===== src/rtl/taxi_eth_frame_gen.sv =====
// Synthetic Ethernet test-frame source for a MAC transmit AXI-stream.
// Each frame is dst/src/type/seq followed by an incrementing byte pattern.

module taxi_eth_frame_gen_lane (
  input  logic [143:0] hdr,
  input  logic [15:0]  off,
  output logic [7:0]   byte_o
);
  logic [143:0] sh;
  always_comb begin
    sh     = hdr << {off[4:0], 3'b000};
    byte_o = (off < 16'd18) ? sh[143:136] : off[7:0];
  end
endmodule

module taxi_eth_frame_gen #(
  parameter int DATA_W  = 64,
  parameter int KEEP_W  = DATA_W/8,
  parameter int MAX_LEN = 9214,
  parameter int MIN_LEN = 18
) (
  input  logic              clk,
  input  logic              rst_n,
  input  logic              start,
  input  logic              stop,
  input  logic [31:0]       cfg_frame_count,
  input  logic [15:0]       cfg_frame_len,
  input  logic [7:0]        cfg_ifg_cycles,
  input  logic [47:0]       cfg_eth_dst,
  input  logic [47:0]       cfg_eth_src,
  input  logic [15:0]       cfg_eth_type,
  output logic [DATA_W-1:0] m_axis_tdata,
  output logic [KEEP_W-1:0] m_axis_tkeep,
  output logic              m_axis_tvalid,
  input  logic              m_axis_tready,
  output logic              m_axis_tlast,
  output logic              m_axis_tuser,
  output logic              busy,
  output logic [31:0]       frames_sent,
  output logic              run_done
);
  typedef enum logic [1:0] {IDLE, FRAME, GAP} state_t;

  localparam logic [15:0] MIN_L = 16'(MIN_LEN);
  localparam logic [15:0] MAX_L = 16'(MAX_LEN);

  // Reset asserts asynchronously, releases synchronously to clk.
  logic [1:0] rst_sync_q;
  logic       rst_i_n;
  always_ff @(posedge clk or negedge rst_n) begin
    if (!rst_n) rst_sync_q <= 2'b00;
    else        rst_sync_q <= {rst_sync_q[0], 1'b1};
  end
  assign rst_i_n = rst_sync_q[1];

  state_t      state_q, state_d;
  logic [15:0] k_q, k_d, len_q, len_d;
  logic [31:0] seq_q, seq_d, frames_q, frames_d;
  logic [7:0]  ifg_q, ifg_d;
  logic        run_done_q, run_done_d, stop_pend_q, stop_pend_d;

  logic [15:0] len_clamp;
  logic [31:0] frames_inc;
  logic        tvalid, last_beat, hs, run_end;

  always_comb begin
    len_clamp  = (cfg_frame_len < MIN_L) ? MIN_L :
                 (cfg_frame_len > MAX_L) ? MAX_L : cfg_frame_len;
    tvalid     = (state_q == FRAME);
    last_beat  = (17'(k_q) + 17'd8) >= 17'(len_q);
    hs         = tvalid & m_axis_tready;
    frames_inc = frames_q + 32'd1;
    run_end    = stop | stop_pend_q |
                 ((cfg_frame_count != 32'd0) && (frames_inc == cfg_frame_count));
  end

  always_comb begin
    state_d     = state_q;
    k_d         = k_q;
    len_d       = len_q;
    seq_d       = seq_q;
    frames_d    = frames_q;
    ifg_d       = ifg_q;
    run_done_d  = 1'b0;
    stop_pend_d = stop_pend_q;
    case (state_q)
      IDLE: if (start) begin
        state_d     = FRAME;
        k_d         = '0;
        len_d       = len_clamp;
        seq_d       = '0;
        frames_d    = '0;
        stop_pend_d = stop;
      end
      FRAME: begin
        // A stop pulse seen mid-frame is remembered so the run still ends
        // cleanly at this frame's last beat.
        if (stop) stop_pend_d = 1'b1;
        if (hs) begin
          if (last_beat) begin
            frames_d = frames_inc;
            seq_d    = seq_q + 32'd1;
            k_d      = '0;
            if (run_end) begin
              state_d     = IDLE;
              run_done_d  = 1'b1;
              stop_pend_d = 1'b0;
            end else if (cfg_ifg_cycles == 8'd0) begin
              len_d = len_clamp;
            end else begin
              state_d = GAP;
              ifg_d   = cfg_ifg_cycles;
            end
          end else begin
            k_d = k_q + 16'd8;
          end
        end
      end
      GAP: begin
        if (stop | stop_pend_q) begin
          state_d     = IDLE;
          run_done_d  = 1'b1;
          stop_pend_d = 1'b0;
        end else if (ifg_q <= 8'd1) begin
          state_d = FRAME;
          len_d   = len_clamp;
        end else begin
          ifg_d = ifg_q - 8'd1;
        end
      end
      default: state_d = IDLE;
    endcase
  end

  always_ff @(posedge clk or negedge rst_i_n) begin
    if (!rst_i_n) begin
      state_q     <= IDLE;
      k_q         <= '0;
      len_q       <= MIN_L;
      seq_q       <= '0;
      frames_q    <= '0;
      ifg_q       <= '0;
      run_done_q  <= 1'b0;
      stop_pend_q <= 1'b0;
    end else begin
      state_q     <= state_d;
      k_q         <= k_d;
      len_q       <= len_d;
      seq_q       <= seq_d;
      frames_q    <= frames_d;
      ifg_q       <= ifg_d;
      run_done_q  <= run_done_d;
      stop_pend_q <= stop_pend_d;
    end
  end

  logic [143:0]            hdr;
  logic [KEEP_W-1:0][7:0]  lane_byte;
  logic [KEEP_W-1:0]       keep_last;
  assign hdr = {cfg_eth_dst, cfg_eth_src, cfg_eth_type, seq_q};

  for (genvar i = 0; i < KEEP_W; i++) begin : g_lane
    taxi_eth_frame_gen_lane u_lane (
      .hdr    (hdr),
      .off    (k_q + 16'(i)),
      .byte_o (lane_byte[i])
    );
  end

  always_comb begin
    keep_last = (len_q[2:0] == 3'd0) ? '1 :
                ((KEEP_W'(1) << len_q[2:0]) - KEEP_W'(1));
    m_axis_tvalid = tvalid;
    m_axis_tdata  = tvalid ? DATA_W'(lane_byte) : '0;
    m_axis_tkeep  = !tvalid ? '0 : (last_beat ? keep_last : '1);
    m_axis_tlast  = tvalid & last_beat;
    m_axis_tuser  = 1'b0;
    busy          = (state_q != IDLE);
    frames_sent   = frames_q;
    run_done      = run_done_q;
  end
endmodule


===== config.mk =====
export PLATFORM = sky130hd
export DESIGN_NAME = taxi_eth_frame_gen
export DESIGN_NICKNAME = d
export VERILOG_FILES = /design/src/rtl/taxi_eth_frame_gen.sv
export SDC_FILE = /design/constraint.sdc
export NUM_CORES = 1
export LEC_CHECK = 0
export ABC_CLOCK_PERIOD_IN_PS = 9900
export BUFFER_PORTS_ARGS = -buffer_cell sky130_fd_sc_hd__buf_2
export CORE_MARGIN = 3
export CORE_UTILIZATION = 54
export DETAILED_ROUTE_END_ITERATION = 16
export GPL_ROUTABILITY_DRIVEN = 1
export PLACE_DENSITY = 0.95
export SLEW_MARGIN = 20
export SYNTH_ARGS = -nofsm -noshare
export SYNTH_HDL_FRONTEND = slang
export SYNTH_SLANG_ARGS = --single-unit

===== constraint.sdc =====
create_clock -name clk -period 9.9 [get_ports clk]
set_clock_uncertainty 0.15 [all_clocks]
set_input_delay 0.99 -clock clk [delete_from_list [all_inputs] [get_ports clk]]
set_output_delay 0.99 -clock clk [all_outputs]
set_load 0.02 [all_outputs]

; After elaboration in Yosys (flattened, before gate mapping)
; Cells that the tools add are included.
; Widths: inputs -> output; s select.
[totals]
register_bits = 110
input_bits = 173
output_inout_bits = 109
wordCells = 137
[classes]
n_addsub = 13
order_cmp = 12
eq_ne = 15
shift = 9
muxes = 60
bitwise_logic = 4
reduce_logical = 15
[ops]
columns = cell, count
row1 = $shl 144x8->144, 8
row2 = $mux 16, 12
row3 = $mux 32, 5
row4 = $lt 16x5->1 const B, 9
row5 = $mux 8, 17
row6 = $pmux 32 s2, 2
row7 = $add 16x3->16 const B, 4
row8 = $add 32x1->32 const B, 2
row9 = $mux 64, 1
row10 = $pmux 16 s3, 1
row11 = $add 16x2->16 const B, 2
row12 = $eq 32x32->1, 1
row13 = $pmux 16 s2, 1
row14 = $reduce_bool 32->1, 1
row15 = $add 16x4->17 const B, 1
row16 = $ge 17x16->1, 1
row17 = $add 16x1->16 const B, 1
row18 = $add 16x4->16 const B, 1
row19 = $gt 16x14->1 const B, 1
row20 = $pmux 8 s2, 1
row21 = $sub 8x1->8 const B, 2
row22 = $mux 2, 7
row23 = $ne 2x2->1 const B, 7
row24 = $mux 1, 10
row25 = 22 further kinds, 30

; Longest topological paths before layout
[depth]
ltp_word = 8
mapped_depth = 18
mapped_depth_nobuf = 15

; Modules after synthesis
; From an unflattened synthesis, not the netlist that was laid out.
[unflattened]
hier_cells = 1754
hier_area_um2 = 18232.5
[modules_own_cells]
columns = mod, instances, cells_each, area_per_inst_um2
row1 = taxi_eth_frame_gen_lane, 8, 98, 1283.7
row2 = taxi_eth_frame_gen, 1, 970, 7962.6

; Worst setup path before layout
; No wires, ideal clock.
[synth_path]
kind = reg-to-output
startpoint = register k_q[4]
endpoint = output port m_axis_tkeep[5]
arrival_time_ns = 3.255
t_required_ns = 8.760
path_slack_ns = 5.505
path_stages_with_launch = 14
n_path_buf = 2
cell_sequence = dfrtp_1 > clkbuf_1 > nand4_1 > nor3_1 > nand3_1 > xnor2_1 > ha_1 > a21o_1 > a21oi_1 > o211ai_1 > or2_2 > clkbuf_1 > a21oi_1 > a31o_2
[synth_between]
elab_chain_len = 4
[synth_rtl]
columns = element, line
row1 = "start, declared", 57  ; logic [15:0] k_q, k_d, len_q, len_d;
row2 = "start signal, assigned", 147  ; k_q <= k_d;
row3 = $add 16x4->17, 70  ; last_beat = (17'(k_q) + 17'd8) >= 17'(len_q);
row4 = $ge 17x16->1, 70
row5 = $mux 8 (2 in series), 175  ; m_axis_tkeep = !tvalid ? '0 : (last_beat ? keep_last : '1);
row6 = "end, declared", 33  ; output logic [KEEP_W-1:0] m_axis_tkeep,
; Every way passes these cells.

; Final worst setup path
[layout_path]
startpoint = register k_q[3]
endpoint = register seq_q[25]
[layout_between]
elab_chain_len = 4
[layout_rtl]
columns = element, line
row1 = $add 16x4->17, 70
row2 = $ge 17x16->1, 70
row3 = $ne 2x1->1 (no source line), --
row4 = $reduce_and 4->1 (no source line), --
row5 = "end signal, assigned", 149  ; seq_q <= seq_d;
row6 = "end, declared", 58  ; logic [31:0] seq_q, seq_d, frames_q, frames_d;
; Every way passes these cells.
; A chain may end at the register's enable or synchronous reset.

==> metrics.md <==
| Metric | Value |
|---|---|
| Run status | `completed` |
| First-pass GRT wire length | `44130 µm` |
| Routed via count | `9060` |
| Mux share of post-synthesis cell area | `8.499%` |
| Async set-reset flop share out of synthesis | `100.0%` |
| Tcrit/Tclk final | `61.04%` |
| Placement Cell Area | `9972 µm²` |
| RSZ-0062 raised after global routing | `false` |
| CTS root buf | `clkbuf_16` |
| Post-Route Setup TNS | `0 ps` |
| Cell Pwr Density | `213.0 nW/µm²` |
| Net switching power | `0.001074 W` |
| Core ar. | `15310 µm²` |
| Maximum clock rate | `165.5 MHz` |
| CTS Hold Bufs | `0` |
| Max Cap Violations | `0` |
| Layout area overhead | `20.69%` |
| Number of synthesized flops with an enable pin | `0` |
| Startpoint types | `flip-flop` |
| Drt wl/cell | `18.68 µm` |
| Worst hold path class | `reg -> async` |
| Primary FF master, synth | `dfrtp_1` |
| Initial core utilization | `55.75%` |
| Clock-pin slew on the worst setup and hold paths | `80 ps` |
| Slew of the pin with the lowest slew margin | `1049 ps` |
| Cts bufs inserted | `9` |
| CP Data Arrival Time | `6170 ps` |
| FP Rows | `45` |
| Crit path max fanout | `79` |
| DRC | `0` |
| Post-Layout Cell Count | `1504` |
| Cells after DPL | `1488` |
| Adder-Cell Fraction of Synth Area | `3.370%` |
| Switch share | `48.93%` |
| Tmin final | `6043 ps` |
| Crit path kind | `reg -> reg` |
| Compound-Gate Fraction of Synth Area | `17.72%` |
| Area contributors post-synth | `dfrtp_1 (31%), mux2i_1 (6.9%), xnor2_1 (4.8%), nor2_1 (4.8%), a21oi_1 (4.7%)` |
| Seq pwr share | `26.2%` |
| # IOs | `282` |
| Synth Warn # | `0` |
| Worst-case reg-to-reg path depth | `14` |
| Final hold vios | `0` |
| Pwr Total | `0.002195 W` |
| Share of layout cells above drive strength 1 | `26.45%` |
| Max IR drop VDD | `0.0001226 V` |
| Initial antenna violation count | `0` |
| Setup violators final | `0` |
| Die width | `131.7 µm` |
| Worst EP required | `10030 ps` |
| Post-CTS resize count | `0` |
| Vias in the first global route | `8581` |
| Sink Count | `107` |
| Worst hold margin | `197.3 ps` |
| Die Area | `17360 µm²` |
| Syn Inst Count | `1059` |
| Via density | `6.024` |
| Max_slew headroom | `30.08%` |
| Die height | `131.7 µm` |
| Largest net degree at the start of global routing | `80` |
| Leak Pwr | `4.908 nW` |
| Main combinational cell family by area after synthesis | `simple AND/OR/NAND/NOR gates` |
| P_int | `0.001121 W` |
| Number of diodes | `0` |
| Post-Synth Simple-Gate Area | `24.59%` |
| Net Count, Synth | `1255` |
| Total GRT Usage | `31.08%` |
| CTS Buffer Depth | `2` |
| DR iter-0 viols | `925` |
| H-tree levels | `3` |
| Xor-xnor portion of the synthesized cell area | `8.822%` |
| CTS tree | `built` |
| CP endpoint kind | `flip-flop` |
| Synth cell types | `73` |
| Seq/Total Area, Yosys | `31.39%` |
| GP Congestion | `0.9914` |
| Comb power frac | `55.3%` |
| Final Max Tran Viols | `0` |
| #FFs+latches synth | `107` |
| Synth Area per Inst | `8.063 µm²` |
| Clk network pwr share | `18.5%` |
| Yosys top cell area share | `30.77%` |
| Setup Fix Bufs, Post-CTS | `0` |
| Dpl hpwl | `21380 µm` |
| Pre-antenna DRT Iters | `5` |
| Post-Syn Area | `8538 µm²` |
| Global route overflow | `0` |
| Later-pin clock latency in the skew report | `360 ps` |
| Top cell type by total area after synthesis | `dfrtp_1` |
| Final net count | `1484` |
| Fin area | `10300 µm²` |
| Antenna Nets Post-Route | `0` |
| IO Port Bufs | `280` |
| Final wirelength | `28100 µm` |
==> worst max-delay path, stage by stage, from the launching register on <==
cell and delay, ps:
dfrtp_4 1120, ha_1 300, nand3_1 120, nor3_1 500, nand3_1 160, xnor2_1 180
ha_1 310, nand3_1 110, a2111oi_0 470, or3_1 440, nand2_1 520, nor2_1 820
nand2_1 210, or3_1 360, a21oi_1 150
==> stage by stage <==
stage | setup WS (ps) | utilization, %
6_report | 3857 | 67.29
2_1_floorplan | 5505 | -
5_1_grt | 3293 | 67.29
3_3_place_gp | 4243 | 65.11
3_5_place_dp | 4053 | 65.11
4_1_cts | 4001 | 67.29
==> cell families after synthesis <==
| group | count (synthesis) |
|---|---|
| and+or+nand+nor | 409 |
| AOI/OAI and AO/OA | 245 |
| buffers and inverters | 116 |
| DFF | 107 |
| xor gates and xnor gates | 86 |
| muxes | 71 |
| adders and majority gates | 23 |
| other | 2 |
==> worst paths after layout <==
check / from / end / slack [ps]
max in group asynchronous: rst_sync_q[1] / k_q[3] / 8140
worst max-delay path: k_q[3] / seq_q[25] / 3860
worst max register to register: k_q[3] / seq_q[25] / 3860
worst min register to register: rst_sync_q[1] / frames_sent[30] / 200
worst min-delay path: rst_sync_q[1] / frames_sent[30] / 200
min in group clk: rst_sync_q[0] / rst_sync_q[1] / 210
==> layout make-up <==
class                           instances  area (µm²)
Timing Repair Buffer                  286        1446
Fill cell                            1253        5010
Clock buffer                            9       225.2
Sequential cell                       107        2688
Clock inverter                          7       107.6
Tap cell                              211       264.0
Multi-Input combinational cell        836        5394
Inverter                               48       180.2
==> power groups by stage <==
stage,sequential (W),clock [W],combinational (W)
after floorplan,0.000524,0,0.000880
after global placement,0.000579,0,0.00118
after detailed placement,0.000582,0,0.00120
after CTS,0.000574,0.000410,0.00121
after global routing,0.000585,0.000424,0.00130
final,0.000575,0.000405,0.00121
==> flip-flops by register name, summed over array words and instances, names as in the netlist <==
register	cells
run_done	1
len_q	16
stop_pend_q	1
frames_sent	32
rst_sync_q	2
ifg_q	8
seq_q	32
state_q	2
k_q	13
==> synth_stat cells (28+ instances only) <==
cell,n
clkbuf_1,44
xor2_1,39
inv_1,46
nand3_1,51
xnor2_1,47
o21ai_0,78
nand2_1,99
a21oi_1,81
nand4_1,28
nor2_1,109
dfrtp_1,105
mux2i_1,59
==> per-layer routing <==
layer	global-route usage, %	vias to the layer above	share of wire, %
met5	0	-	0
met4	15.17	0	5.4
met3	7.099	103	9.4
met2	53.38	544	48
met1	36.81	4160	37
li1	-	4253	-
==> cells in the final DEF (no fill, tap or decap), types with 7 or more instances in the layout <==
cell	count
nand4_1	28
o21ai_0	78
nor3_1	24
nor2b_1	7
xnor2_1	47
clkbuf_16	9
and3_1	19
or3_1	8
nand3_1	51
inv_1	46
ha_1	23
o31ai_1	19
nor2_1	108
a21o_1	7
a31oi_1	10
o211ai_1	10
and4_1	8
mux2i_1	59
mux2_2	10
xor2_1	39
dfrtp_1	103
nor4_1	14
buf_2	280
nand2_1	99
a21oi_1	81
Note: power is estimated with default switching activity, not from simulation.
